File: config.mk
export PLATFORM = sky130hd
export DESIGN_NAME = avalon2rcn_ordered
export DESIGN_NICKNAME = d
export VERILOG_FILES = /design/src/rtl/rcn_pkg.sv /design/src/rtl/rcn_seq_tracker.sv /design/src/rtl/avalon2rcn_ordered.sv
export SDC_FILE = /design/constraint.sdc
export NUM_CORES = 1
export LEC_CHECK = 0
export ABC_CLOCK_PERIOD_IN_PS = 6500
export BUFFER_PORTS_ARGS = -buffer_cell sky130_fd_sc_hd__clkbuf_2
export CAP_MARGIN = 5
export CORE_MARGIN = 3
export CORE_UTILIZATION = 35
export CTS_CLUSTER_DIAMETER = 150
export DETAILED_ROUTE_END_ITERATION = 10
export GPL_TIMING_DRIVEN = 1
export PLACE_DENSITY = 0.61
export SLEW_MARGIN = 5
export SYNTH_ARGS = -nofsm -noshare
export SYNTH_HDL_FRONTEND = slang
export SYNTH_SLANG_ARGS = --single-unit
File: constraint.sdc
create_clock -name av_clk -period 6.5 [get_ports av_clk]
set_input_delay 0 -clock av_clk [delete_from_list [all_inputs] [get_ports av_clk]]
set_output_delay 0 -clock av_clk [all_outputs]
set_load 0.01 [all_outputs]
File: src/rtl/rcn_pkg.sv
// Shared rcn ring word layout and Avalon response codes for the ordered
// Avalon-to-rcn bridge.
package rcn_pkg;

    localparam int unsigned RCN_W       = 69;
    localparam int unsigned RCN_VALID   = 68;
    localparam int unsigned RCN_PEND    = 67;
    localparam int unsigned RCN_WR      = 66;
    localparam int unsigned RCN_ID_HI   = 65;
    localparam int unsigned RCN_ID_LO   = 60;
    localparam int unsigned RCN_MASK_HI = 59;
    localparam int unsigned RCN_MASK_LO = 56;
    localparam int unsigned RCN_ADDR_HI = 55;
    localparam int unsigned RCN_ADDR_LO = 34;
    localparam int unsigned RCN_SEQ_HI  = 33;
    localparam int unsigned RCN_SEQ_LO  = 32;
    localparam int unsigned RCN_DATA_HI = 31;
    localparam int unsigned RCN_DATA_LO = 0;

    localparam logic [1:0] AV_RESP_OKAY    = 2'b00;
    localparam logic [1:0] AV_RESP_TIMEOUT = 2'b11;

    typedef enum logic {
        DIR_RD = 1'b0,
        DIR_WR = 1'b1
    } rcn_dir_e;

    // A request leaves with valid and pending both set; the responder clears pending.
    function automatic logic [RCN_W-1:0] rcn_request(
        input logic        wr,
        input logic [5:0]  id,
        input logic [3:0]  mask,
        input logic [21:0] addr,
        input logic [1:0]  seq,
        input logic [31:0] data
    );
        return {1'b1, 1'b1, wr, id, mask, addr, seq, data};
    endfunction

    function automatic logic [7:0] sat_add8(
        input logic [7:0] base,
        input logic [1:0] inc
    );
        logic [8:0] sum;
        sum = {1'b0, base} + {7'd0, inc};
        return sum[8] ? 8'hFF : sum[7:0];
    endfunction

endpackage

File: src/rtl/rcn_seq_tracker.sv
// Per-direction sequence tracker: issue/retire ids, abandon bitmap for
// timed-out slots and the oldest-transaction response timer.
module rcn_seq_tracker
    import rcn_pkg::*;
#(
    parameter int unsigned DEPTH   = 4,
    parameter logic [15:0] TIMEOUT = 16'd4096
) (
    input  logic       clk_i,
    input  logic       rst_i,
    input  logic       issue_i,
    input  logic       accept_i,
    input  logic       scrub_i,
    input  logic [1:0] scrub_seq_i,
    output logic [1:0] seq_o,
    output logic [1:0] wait_seq_o,
    output logic [3:0] abandoned_o,
    output logic       full_o,
    output logic       blocked_o,
    output logic       timeout_o,
    output logic       busy_o
);

    localparam logic [2:0]  DEPTH_L    = 3'(DEPTH);
    localparam logic [15:0] TIMER_LAST = TIMEOUT - 16'd1;

    logic [2:0]  next_id_q, next_id_d;
    logic [2:0]  wait_id_q, wait_id_d;
    logic [3:0]  abandoned_q, abandoned_d;
    logic [15:0] timer_q, timer_d;
    logic [2:0]  outstanding;

    assign outstanding = next_id_q - wait_id_q;

    assign seq_o       = next_id_q[1:0];
    assign wait_seq_o  = wait_id_q[1:0];
    assign abandoned_o = abandoned_q;
    assign full_o      = (outstanding >= DEPTH_L);
    assign blocked_o   = abandoned_q[next_id_q[1:0]];
    assign busy_o      = (outstanding != 3'd0) || (abandoned_q != 4'd0);

    // An accept in the same cycle retires the oldest slot, so it suppresses the timeout.
    assign timeout_o = (TIMEOUT != 16'd0) && (outstanding != 3'd0) && !accept_i &&
                       (timer_q == TIMER_LAST);

    always_comb begin
        next_id_d   = next_id_q;
        wait_id_d   = wait_id_q;
        abandoned_d = abandoned_q;
        timer_d     = timer_q;

        if (issue_i) begin
            next_id_d = next_id_q + 3'd1;
        end

        if (scrub_i) begin
            abandoned_d[scrub_seq_i] = 1'b0;
        end

        if (outstanding == 3'd0 || accept_i) begin
            timer_d = '0;
        end else if (timeout_o) begin
            timer_d = '0;
        end else begin
            timer_d = timer_q + 16'd1;
        end

        if (accept_i) begin
            wait_id_d = wait_id_q + 3'd1;
        end else if (timeout_o) begin
            wait_id_d                 = wait_id_q + 3'd1;
            abandoned_d[wait_id_q[1:0]] = 1'b1;
        end
    end

    always_ff @(posedge clk_i) begin
        if (rst_i) begin
            next_id_q   <= '0;
            wait_id_q   <= '0;
            abandoned_q <= '0;
            timer_q     <= '0;
        end else begin
            next_id_q   <= next_id_d;
            wait_id_q   <= wait_id_d;
            abandoned_q <= abandoned_d;
            timer_q     <= timer_d;
        end
    end

endmodule

File: src/rtl/avalon2rcn_ordered.sv
// Avalon-MM slave to rcn ring master with up to 4 outstanding reads and
// writes, in-order completion, response timeouts and late-response scrubbing.
module avalon2rcn_ordered
    import rcn_pkg::*;
#(
    parameter logic [5:0]  MASTER_ID = 6'h3F,
    parameter int unsigned RD_DEPTH  = 4,
    parameter int unsigned WR_DEPTH  = 4,
    parameter logic [15:0] TIMEOUT   = 16'd4096,
    parameter logic [31:0] ERR_DATA  = 32'hDEADBEEF
) (
    input  logic        av_clk,
    input  logic        av_rst,
    output logic        av_waitrequest,
    input  logic [21:0] av_address,
    input  logic        av_write,
    input  logic        av_read,
    input  logic [3:0]  av_byteenable,
    input  logic [31:0] av_writedata,
    output logic [31:0] av_readdata,
    output logic        av_readdatavalid,
    output logic [1:0]  av_response,
    input  logic [68:0] rcn_in,
    output logic [68:0] rcn_out,
    output logic [7:0]  err_count,
    output logic        busy
);

    logic [68:0] rin_q;
    logic [68:0] rout_q, rout_d;
    logic        rdv_q, rdv_d;
    logic [31:0] rdata_q, rdata_d;
    logic [1:0]  resp_q, resp_d;
    logic [7:0]  err_q, err_d;

    logic [1:0] rd_seq, rd_wait_seq, wr_seq, wr_wait_seq;
    logic [3:0] rd_abandoned, wr_abandoned;
    logic       rd_full, rd_blocked, rd_timeout, rd_busy;
    logic       wr_full, wr_blocked, wr_timeout, wr_busy;

    logic       my_resp, rd_match, wr_match;
    logic [1:0] resp_seq;
    logic       accept_rd, accept_wr, scrub_rd, scrub_wr;
    logic       slot_free, req, dir_ok, issue, issue_rd, issue_wr;
    logic [1:0] req_seq;
    rcn_dir_e   dir;

    assign my_resp  = rin_q[RCN_VALID] && !rin_q[RCN_PEND] &&
                      (rin_q[RCN_ID_HI:RCN_ID_LO] == MASTER_ID);
    assign resp_seq = rin_q[RCN_SEQ_HI:RCN_SEQ_LO];
    assign rd_match = my_resp && !rin_q[RCN_WR];
    assign wr_match = my_resp &&  rin_q[RCN_WR];

    assign accept_rd = rd_match && (resp_seq == rd_wait_seq) && !rd_abandoned[resp_seq];
    assign accept_wr = wr_match && (resp_seq == wr_wait_seq) && !wr_abandoned[resp_seq];
    assign scrub_rd  = rd_match && rd_abandoned[resp_seq];
    assign scrub_wr  = wr_match && wr_abandoned[resp_seq];

    // Consumed responses free their ring slot for a new request this same cycle.
    assign slot_free = !rin_q[RCN_VALID] || accept_rd || accept_wr || scrub_rd || scrub_wr;

    assign req      = av_read || av_write;
    assign dir      = av_read ? DIR_RD : DIR_WR;
    assign dir_ok   = (dir == DIR_RD) ? (!rd_full && !rd_blocked) : (!wr_full && !wr_blocked);
    assign issue    = req && slot_free && dir_ok;
    assign issue_rd = issue && (dir == DIR_RD);
    assign issue_wr = issue && (dir == DIR_WR);
    assign req_seq  = (dir == DIR_RD) ? rd_seq : wr_seq;

    assign av_waitrequest = req && !issue;

    rcn_seq_tracker #(
        .DEPTH   (RD_DEPTH),
        .TIMEOUT (TIMEOUT)
    ) u_rd_trk (
        .clk_i       (av_clk),
        .rst_i       (av_rst),
        .issue_i     (issue_rd),
        .accept_i    (accept_rd),
        .scrub_i     (scrub_rd),
        .scrub_seq_i (resp_seq),
        .seq_o       (rd_seq),
        .wait_seq_o  (rd_wait_seq),
        .abandoned_o (rd_abandoned),
        .full_o      (rd_full),
        .blocked_o   (rd_blocked),
        .timeout_o   (rd_timeout),
        .busy_o      (rd_busy)
    );

    rcn_seq_tracker #(
        .DEPTH   (WR_DEPTH),
        .TIMEOUT (TIMEOUT)
    ) u_wr_trk (
        .clk_i       (av_clk),
        .rst_i       (av_rst),
        .issue_i     (issue_wr),
        .accept_i    (accept_wr),
        .scrub_i     (scrub_wr),
        .scrub_seq_i (resp_seq),
        .seq_o       (wr_seq),
        .wait_seq_o  (wr_wait_seq),
        .abandoned_o (wr_abandoned),
        .full_o      (wr_full),
        .blocked_o   (wr_blocked),
        .timeout_o   (wr_timeout),
        .busy_o      (wr_busy)
    );

    always_comb begin
        rout_d  = rin_q;
        rdv_d   = 1'b0;
        rdata_d = '0;
        resp_d  = AV_RESP_OKAY;

        if (issue) begin
            rout_d = rcn_request(av_write, MASTER_ID, av_byteenable, av_address,
                                 req_seq, av_writedata);
        end else if (accept_rd || accept_wr || scrub_rd || scrub_wr) begin
            rout_d = '0;
        end

        if (accept_rd) begin
            rdv_d   = 1'b1;
            rdata_d = rin_q[RCN_DATA_HI:RCN_DATA_LO];
        end else if (rd_timeout) begin
            rdv_d   = 1'b1;
            rdata_d = ERR_DATA;
            resp_d  = AV_RESP_TIMEOUT;
        end

        err_d = sat_add8(err_q, {1'b0, rd_timeout} + {1'b0, wr_timeout});
    end

    always_ff @(posedge av_clk) begin
        if (av_rst) begin
            rin_q   <= '0;
            rout_q  <= '0;
            rdv_q   <= 1'b0;
            rdata_q <= '0;
            resp_q  <= AV_RESP_OKAY;
            err_q   <= '0;
        end else begin
            rin_q   <= rcn_in;
            rout_q  <= rout_d;
            rdv_q   <= rdv_d;
            rdata_q <= rdata_d;
            resp_q  <= resp_d;
            err_q   <= err_d;
        end
    end

    assign rcn_out          = rout_q;
    assign av_readdatavalid = rdv_q;
    assign av_readdata      = rdata_q;
    assign av_response      = resp_q;
    assign err_count        = err_q;
    assign busy             = rd_busy || wr_busy;

endmodule

==> flow_summary.yaml, run 1 <==
clock_network:
  clkLatencyLatePin_ns: 0.52
  ctsResizeCount: 0
  cts_tree: "yes"
  root_buffer: "clkbuf_16"
  cts_sinks: 232
  htree_levels: 1
  path_clk_slew_ns: 0.06
  cts_buffer_depth: 3
  cts_setup_buffers: 0
  cts_buffers: 25
timing:
  rsz0062_at_grt: "no"
  drv_slew: 0
  finalHoldViolCount: 0
  relSlewSlack: 0.275
  final-setup-viol-count: 0
  finalCritPeriodShare: 0.555
  final.setup.tns_ns: 0
  period_needed_ns: 3.61
  max_freq_mhz: 277
  worst_slew_pin_slew_ns: 1.09
  finalClockSkew_ns: 0.0150
  setup_slack_ns: 2.89
logic_synthesis:
  ys.flop_type: "dfxtp_1"
  yosysMostFrequentCell: "dfxtp_1"
  syn_area_um2: 8860
  yosys-top-cells-area: "dfxtp_1 (52%), mux2i_1 (7.3%), nor2b_1 (5.4%)"
  syn-num-nets: 1028
  ys_seq_area_frac: 0.524
  synthMuxAreaShare: 0.0913
  synth_top_family_by_area: "simple AND/OR/NAND/NOR gates"
  synthAdderAreaFrac: 0.0263
  syn_avg_cell_area_um2: 10.1
  async_flop_share: 0
  postSynthCellCount: 879
  yosys_warnings: 0
  ys_types: 55
  synth_commonest_cells: "dfxtp_1 (232), nand2_1 (87), nand3_1 (79), nor2b_1 (77), mux2i_1 (65)"
  yosysTopAreaCell: "dfxtp_1"
  yosys_register_bits: 232
  netlist.area_leader.share: 0.524
  synth_simple_gate_area_share: 0.208
  synth_xor_area_frac: 0.0394
  synth_compound_area_frac: 0.0647
  synth_edf_count: 0
finish:
  design_area_um2: 12500
  fillers: 2215
  drive_above_1_share: 0.246
  nets: 1396
  utilization: 0.509
  area_growth_pct: 41.3
power_and_ir_drop:
  netSwitchingPower_uw: 743
  internal-power_mw: 2.51
  ir_worst_vdd_mv: 0.179
  p_comb_frac: 0.101
  leakagePower_nw: 5.76
  seq_power_share: 0.464
  power_density_nw_per_um2: 260
  swShare: 0.228
  pwr-share-clk: 0.435
setup_path:
  crit_buf_inv: 3
  cp_slowest_stage_delay_ns: 0.81
  worstPathArrival_ns: 3.61
  crit_required_ns: 6.50
  crit_slowest_cell: "buf_4"
  path_cells: "inv_1, ha_1, nor2b_1, or3_1, a2111o_1, a22oi_2, buf_4, nor2_1, clkbuf_2"
  startpoint_type: "flip-flop"
  end_kind: "primary output"
  critPathKind: "reg -> out"
  crit_path_max_fanout: 61
  crit_family: "buffers and inverters"
route:
  viasPerCell: 4.71
  drc_errors: 0
  ant_nets: 0
  drt-initial-drc-count: 390
  dr.pass1.iters: 4
  wl_mm: 24.6
  via_count: 7474
  wl_per_cell_um: 15.5
global_routing:
  grt_pass1_vias: 7623
  antenna_found_initial: 1
  grt-ovfl-total: 0
  grt_pass1_wl_mm: 37.5
  grt.total_usage: 0.170
  grt_max_degree: 79
placement:
  dp_hpwl_mm: 15.4
  place_area_um2: 10200
  pre_cts_slack_ns: 3.15
  place.gp.congestion: 0.801
  portBuffers: 244
hold_path:
  worstHoldPathType: "in -> reg"
floorplan:
  rows: 57
  die_h_um: 165
  ios: 245
  initial_core_util: 0.360
  fp.coreArea_um2: 24600
  fp.dieArea_um2: 27300
  die_width_um: 165
outcome:
  status: "complete, no violations"
flow_run:
  max_cap_viol_count: 0
## final timing paths
path / from / endpoint / slack, ns / depth (start not counted)
max reg2reg: rin_q[32]$_SDFF_PP0_ / err_count[0]$_SDFF_PP0_ / 3.13 / 10
min reg2reg: rin_q[37]$_SDFF_PP0_ / rcn_out[37]$_SDFF_PP0_ / 0.45 / 2
max: u_wr_trk.wait_id_q[1]$_SDFFE_PP0P_ / av_waitrequest / 2.89 / 9
min: rcn_in[42] / rin_q[42]$_SDFF_PP0_ / 0.25 / 3
## sequential cells by signal (all words and copies together) (netlist names), 3 cells and up
name                  flops
u_rd_trk.wait_id_q        3
u_rd_trk.next_id_q        3
u_wr_trk.timer_q         16
u_wr_trk.abandoned_o      4
u_wr_trk.wait_id_q        3
err_count                 8
u_rd_trk.abandoned_o      4
u_rd_trk.timer_q         16
av_readdata              32
rin_q                    69
rcn_out                  69
u_wr_trk.next_id_q        3
## layout make-up
class,count,area [um^2],area share
Antenna cell,1,2.50,0.000200
Clock buffer,34,729,0.0583
Clock inverter,8,100,0.00800
Inverter,18,70.1,0.00560
Multi-Input combinational cell,573,3820,0.306
Sequential cell,232,4640,0.371
Tap cell,324,405,0.0324
Timing Repair Buffer,397,2740,0.219
## per-stage QoR
step           total power, mW  std cells  hold WS, ns
2_1_floorplan             1.70        879        0.128
3_3_place_gp              1.79       1397        0.209
3_5_place_dp              1.80       1397        0.214
4_1_cts                   3.29       1586        0.227
5_1_grt                   3.38       1587        0.249
6_report                  3.26       1587        0.251
## logic make-up after synthesis
logic type                 count (synthesis)
AOI/OAI and AO/OA                         77
xor gates and xnor gates                  39
adders and majority gates                 18
buffers and inverters                     74
DFF                                      232
muxes                                     76
and+or+nand+nor                          363
## layout by cell type (no fill, tap or decap), drive strengths merged, types with 17 or more instances in the layout
cell type,n
clkbuf,277
dfxtp,232
dlygate4sd3,147
nand2,87
nand3,79
nor2b,77
mux2i,65
nor2,55
a21o,25
xor2,22
and3,21
inv,19
ha,17
xnor2,17
## worst register-to-register path: cells and delay by family (launching register included)
kind / cells / cell delay [ns]
flops: 1 / 0.61
simple gates: 6 / 1.31
compound gates: 1 / 0.08
mux: 1 / 0.60
fa+ha+maj: 2 / 0.65
## per-layer routing
metal,part of all wire,up-vias,global-route usage
li1,-,3711,-
met3,0.062,76,0.0342
met1,0.41,3434,0.196
met2,0.49,253,0.305
met4,0.041,0,0.0694
met5,0,-,0
## repair_timing
item	CTS	global route
setup endpoints to repair	0	0
hold endpoints to repair	133	0
hold buffers	147	0
## power by group through the flow
stage | Combinational (mW) | Sequential (mW) | Clock [mW]
6_report | 0.327 | 1.51 | 1.42
5_1_grt | 0.357 | 1.52 | 1.50
4_1_cts | 0.326 | 1.51 | 1.45
3_5_place_dp | 0.255 | 1.54 | 0
3_3_place_gp | 0.252 | 1.54 | 0
2_1_floorplan | 0.148 | 1.55 | 0
No activity file was read; power rests on OpenSTA's default activity.
==> run 2, diff against run 1 <==
- ABC_AREA: unset -> 1
- ABC_CLOCK_PERIOD_IN_PS: 6500 -> 3730
- clock period: 6.5 -> 3.73 ns (I/O delays scaled with it)
==> run 2 against run 1 <==
  * Register-to-register slack got worse by 2.6 ns
  * Sequential share of layout area fell by 0.90 points
  * Clock skew fell by 0.0031 ns
  * Die area rose by 3.4%
  * Design area rose by 2.5%
  * Critical path depth rose by 3
  * Critical path type is now reg -> reg
  * Critical endpoint is now rcn_out[13]$_SDFF_PP0_
==> flow_summary.yaml, run 2 <==
outcome:
  status: "complete, no violations"
clock_network:
  root_buffer: "clkbuf_16"
  cts_tree: "yes"
  cts_setup_buffers: 0
  htree_levels: 1
  cts_buffer_depth: 3
  cts_sinks: 232
  clkLatencyLatePin_ns: 0.52
  cts_buffers: 26
  path_clk_slew_ns: 0.06
  ctsResizeCount: 0
setup_path:
  startpoint_type: "flip-flop"
  reg2reg_setup_slack_ns: 0.52
  crit_family: "simple AND/OR/NAND/NOR gates"
  path_cells: "inv_2, nand2_1, nand2_1, nand2_1, nand2_1, o21ai_2, nand3_2, nand2_4, buf_12, o21ai_1, dlygate4sd3_1, nor2_1"
  crit_slowest_cell: "dfxtp_1"
  cp_slowest_stage_delay_ns: 0.62
  worstPathArrival_ns: 3.63
  crit_required_ns: 4.16
  crit_path_max_fanout: 42
  cpMostUsedCell: "nand2_1"
  crit_buf_inv: 3
  critPathKind: "reg -> reg"
  end_kind: "flip-flop"
placement:
  portBuffers: 244
  place.gp.congestion: 0.815
  pre_cts_slack_ns: 0.852
  dp_hpwl_mm: 16.0
  dp_cells: 1734
logic_synthesis:
  syn_area_um2: 9170
  synth_commonest_cells: "dfxtp_1 (232), inv_1 (212), nor2_1 (197), nand2_1 (181), o21ai_1 (91)"
  ys_seq_area_frac: 0.506
  yosys-top-cells-area: "dfxtp_1 (51%), inv_1 (8.7%), nor2_1 (8.1%)"
  syn_avg_cell_area_um2: 7.62
  yosysMostFrequentCell: "dfxtp_1"
  postSynthCellCount: 1204
  ys.flop_type: "dfxtp_1"
  syn-num-nets: 1353
  yosys_warnings: 0
  synth_edf_count: 0
  async_flop_share: 0
  ys_types: 39
  yosysTopAreaCell: "dfxtp_1"
  yosys_register_bits: 232
  netlist.area_leader.share: 0.506
timing:
  finalCritPeriodShare: 0.859
  finalHoldViolCount: 0
  worst_slew_pin_slew_ns: 1.05
  relSlewSlack: 0.301
  final-setup-viol-count: 0
  finalClockSkew_ns: 0.0119
  holdWs_ns: 0.217
  max_freq_mhz: 312
  drv_slew: 0
  final.setup.tns_ns: 0
  setup_slack_ns: 0.525
  period_needed_ns: 3.21
  rsz0062_at_grt: "no"
finish:
  layout_commonest_cell: "clkbuf_2"
  fillers: 2367
  register_area_um2: 4640
  multi_input_area_um2: 3300
  area_growth_pct: 39.9
  layout.cells.non_filler: 1921
  mostFrequentLayoutCells: "clkbuf_2 (243), dfxtp_1 (232), inv_1 (211)"
  insertedDiodeCount: 0
  nets: 1723
  drive_above_1_share: 0.202
power_and_ir_drop:
  swShare: 0.252
  p_comb_frac: 0.142
  pwr-share-clk: 0.415
  total_power_mw: 6.05
  ir_worst_vdd_mv: 0.320
  netSwitchingPower_mw: 1.53
  internal-power_mw: 4.52
  power_density_nw_per_um2: 471
  leakagePower_nw: 6.32
  seq_power_share: 0.444
floorplan:
  fp.dieArea_um2: 28200
  die_h_um: 168
  die_width_um: 168
  rows: 58
  ios: 245
  fp.coreArea_um2: 25500
  initial_core_util: 0.360
route:
  dr.pass1.iters: 6
  viasPerCell: 4.43
  wl_per_cell_um: 12.9
  ant_nets: 0
  drt-initial-drc-count: 617
  drc_errors: 0
  wl_mm: 24.9
  via_count: 8511
flow_run:
  max_cap_viol_count: 0
global_routing:
  grt.total_usage: 0.174
  grt_max_degree: 95
  grt_pass1_vias: 8508
  antenna_found_initial: 0
  grt-ovfl-total: 0
  grt_pass1_wl_mm: 41.2
hold_path:
  worstHoldPathType: "in -> reg"
## run 2: changes by cell type after synthesis, moves of 25 or more
cell,before,now
nand2_1,87,181
nand3_1,79,38
a21o_1,25,0
inv_1,18,212
o21ai_1,0,91
nor2_1,55,197
o21ai_0,7,37
mux2i_1,65,0
nor2b_1,77,0
## run 2: power by group through the flow
stage	sequential [mW]	clock [mW]	combinational [mW]
after floorplan	2.77	0	0.441
after global placement	2.73	0	0.720
after detailed placement	2.74	0	0.723
after CTS	2.68	2.58	0.855
after global routing	2.70	2.67	0.965
final	2.68	2.51	0.857
## run 2: kinds of logic (layout without fill, tap and decap cells)
family | Yosys count | in the layout | share of synthesized area
xor+xnor | 20 | 20 | 0.0191
fa+ha+maj | 18 | 18 | 0.0254
compound gates | 172 | 172 | 0.0988
buf+inv | 293 | 680 | 0.135
simple gates | 469 | 469 | 0.216
flops | 232 | 232 | 0.506
## run 2: routing by layer
metal  up-vias  global-route usage  routed length, um
met3        50              0.0324               1600
met1      3807               0.216              11000
met5         -                   0                  0
met4         0              0.0576                698
li1       4391                   -                  -
met2       263               0.303              11600
## run 2: area by class of cell
class / instances / share of cell area
clock buffer: 39 / 0.0616
clock inverter: 6 / 0.00488
timing repair buffer: 394 / 0.212
tap: 330 / 0.0322
multi-input combinational: 679 / 0.257
sequential: 232 / 0.362
inverter: 241 / 0.0705
## run 2: final timing paths
| path | end | cells after the start | startpoint |
|---|---|---|---|
| setup / recovery | rcn_out[13]$_SDFF_PP0_ | 12 | rin_q[32]$_SDFF_PP0_ |
| hold / removal | rin_q[42]$_SDFF_PP0_ | 4 | rcn_in[42] |
| setup reg to reg | rcn_out[13]$_SDFF_PP0_ | 12 | rin_q[32]$_SDFF_PP0_ |
| hold reg to reg | av_readdata[29]$_SDFF_PP0_ | 2 | rin_q[29]$_SDFF_PP0_ |
## run 2: what timing repair did
item	4_1_cts	5_1_grt
endpoints found under the hold margin	131	0
endpoints found under the setup margin	0	0
hold buffers	142	0
## run 2: tightest hold or removal path, stage by stage
cell           delay [ns]
dlygate4sd3_1        0.53
clkbuf_2             0.10
inv_1                0.04
nor2_1               0.03
## run 2: through the flow
step / cell area [um^2] / util
2_1_floorplan: 9170 / -
3_3_place_gp: 10600 / 0.414
5_1_grt: 12800 / 0.504
4_1_cts: 12800 / 0.504
3_5_place_dp: 10600 / 0.414
6_report: 12800 / 0.504
==> run 3, diff against run 2 <==
- GPL_TIMING_DRIVEN: 1 -> 0
==> run 3 against run 2 <==
  * Clock power is 8.8% lower
  * Wire length is 4.2% higher
  * Clock skew is 0.0087 ns higher
  * First-iteration DRC count is 2.4% lower
  * Critical path depth is 3 higher
  * Design area is 0.21% higher
  * Sequential power hardly changed
  * Via count is 1.9% higher
  * Clock-buffer cell count is 2 lower
  * Worst setup slack better by 0.20 ns
  * Combinational power is 6.4% higher
  * Maximum frequency is 6.7% higher
  * Critical endpoint is now err_count[5]$_SDFF_PP0_
  * Largest cell class unchanged
  * Largest power group unchanged
==> flow_summary.yaml, run 3 (synthesized netlist as in run 2, its figures left out) <==
flow_run:
  max_cap_viol_count: 0
global_routing:
  grt_pass1_wl_mm: 41.9
  grt.total_usage: 0.178
  antenna_found_initial: 0
  grt-ovfl-total: 0
  grt_max_degree: 14
  grt_pass1_vias: 8525
placement:
  dp_hpwl_mm: 18.3
  portBuffers: 243
  pre_cts_slack_ns: 0.708
  dp_cells: 1777
  place.gp.congestion: 0.861
clock_network:
  clkLatencyLatePin_ns: 0.51
  cts_buffer_depth: 3
  cts_buffers: 25
  cts_sinks: 232
  root_buffer: "clkbuf_16"
  path_clk_slew_ns: 0.06
  cts_tree: "yes"
  htree_levels: 1
hold_path:
  hold_path_depth: 3
  worstHoldPathType: "in -> reg"
route:
  via_count: 8669
  ant_nets: 0
  drc_errors: 0
  drt-initial-drc-count: 602
  wl_mm: 25.9
  viasPerCell: 4.44
  dr.pass1.iters: 5
  wl_per_cell_um: 13.3
timing:
  final-setup-viol-count: 0
  finalHoldViolCount: 0
  drv_slew: 0
  finalCritPeriodShare: 0.805
  rsz0062_at_grt: "no"
  setup_slack_ns: 0.727
  worst_slew_pin_slew_ns: 0.906
  holdWs_ns: 0.0255
  final.setup.tns_ns: 0
  relSlewSlack: 0.396
  period_needed_ns: 3.00
  finalClockSkew_ns: 0.0206
  max_freq_mhz: 333
finish:
  drive_above_1_share: 0.206
  layout_commonest_cell: "clkbuf_2"
  mostFrequentLayoutCells: "clkbuf_2 (243), dfxtp_1 (232), inv_1 (212)"
  layout.cells.non_filler: 1951
  utilization: 0.505
  area_growth_pct: 40.2
  fillers: 2407
  nets: 1752
setup_path:
  startpoint_type: "flip-flop"
  crit_path_max_fanout: 3
  critPathKind: "reg -> reg"
  end_kind: "flip-flop"
  ff2ff_path_depth: 15
  worstPathArrival_ns: 3.46
  crit_required_ns: 4.19
floorplan:
  initial_core_util: 0.360
  fp.coreArea_um2: 25500
  die_h_um: 168
  fp.dieArea_um2: 28200
  die_width_um: 168
  rows: 58
  ios: 245
power_and_ir_drop:
  power_density_nw_per_um2: 458
  ir_worst_vdd_mv: 0.378
  leakagePower_nw: 6.34
outcome:
  status: "complete, no violations"
[run 3: path summary, 6_finish.rpt]
path / to / startpoint / slack [ns]
setup / recovery: err_count[5]$_SDFF_PP0_ / u_wr_trk.timer_q[0]$_SDFF_PP0_ / 0.73
hold / removal: rin_q[66]$_SDFF_PP0_ / av_rst / 0.03
setup reg to reg: err_count[5]$_SDFF_PP0_ / u_wr_trk.timer_q[0]$_SDFF_PP0_ / 0.73
hold reg to reg: av_readdata[20]$_SDFF_PP0_ / rin_q[20]$_SDFF_PP0_ / 0.43
[run 3: per-stage QoR]
stage	cell area (um^2)	power, mW
2_1_floorplan	9170	3.21
3_3_place_gp	10800	3.52
3_5_place_dp	10800	3.53
4_1_cts	12900	5.94
5_1_grt	12900	6.17
6_report	12900	5.88
[run 3: final cells by class]
cell class | count | area (um^2) | share of cell area
Antenna cell | 2 | 5.00 | 0.000389
Buffer | 52 | 330 | 0.0257
Clock buffer | 37 | 721 | 0.0561
Clock inverter | 6 | 40.0 | 0.00311
Inverter | 241 | 905 | 0.0704
Multi-Input combinational cell | 679 | 3290 | 0.256
Sequential cell | 232 | 4640 | 0.361
Tap cell | 330 | 413 | 0.0321
Timing Repair Buffer | 372 | 2510 | 0.195
[run 3: critical path, stage by stage, from the launching register on]
cell and delay, ns:
dfxtp_1 0.35, ha_1 0.17, nand2_1 0.05, inv_1 0.09, nand2_1 0.09, nor3_1 0.32
nand2_1 0.16, nor2_1 0.16, nand2_1 0.09, nor3_1 0.24, fa_1 0.25, ha_1 0.19
nand3_1 0.13, nor4_1 0.41, o21ai_0 0.17, inv_1 0.07
[run 3: timing repair]
item	in CTS	in global routing
hold buffers	129	0
setup buffers	0	0
gates resized for setup	0	0
endpoints found under the hold margin	130	0
[run 3: per-layer routing]
layer / up-vias / part of all wire / routed length, um / GRT usage
li1: 4457 / - / - / -
met1: 3840 / 0.44 / 11500 / 0.227
met2: 301 / 0.45 / 11800 / 0.300
met3: 71 / 0.062 / 1600 / 0.0305
met4: 0 / 0.041 / 1050 / 0.0740
met5: - / 0 / 0 / 0
[run 3: power by group]
group	total (mW)	leakage, nW	switching, mW	internal (mW)
sequential	2.68	1.91	0.0525	2.62
clock	2.29	0.361	0.963	1.33
combinational	0.912	4.07	0.516	0.397
total	5.88	6.34	1.53	4.35
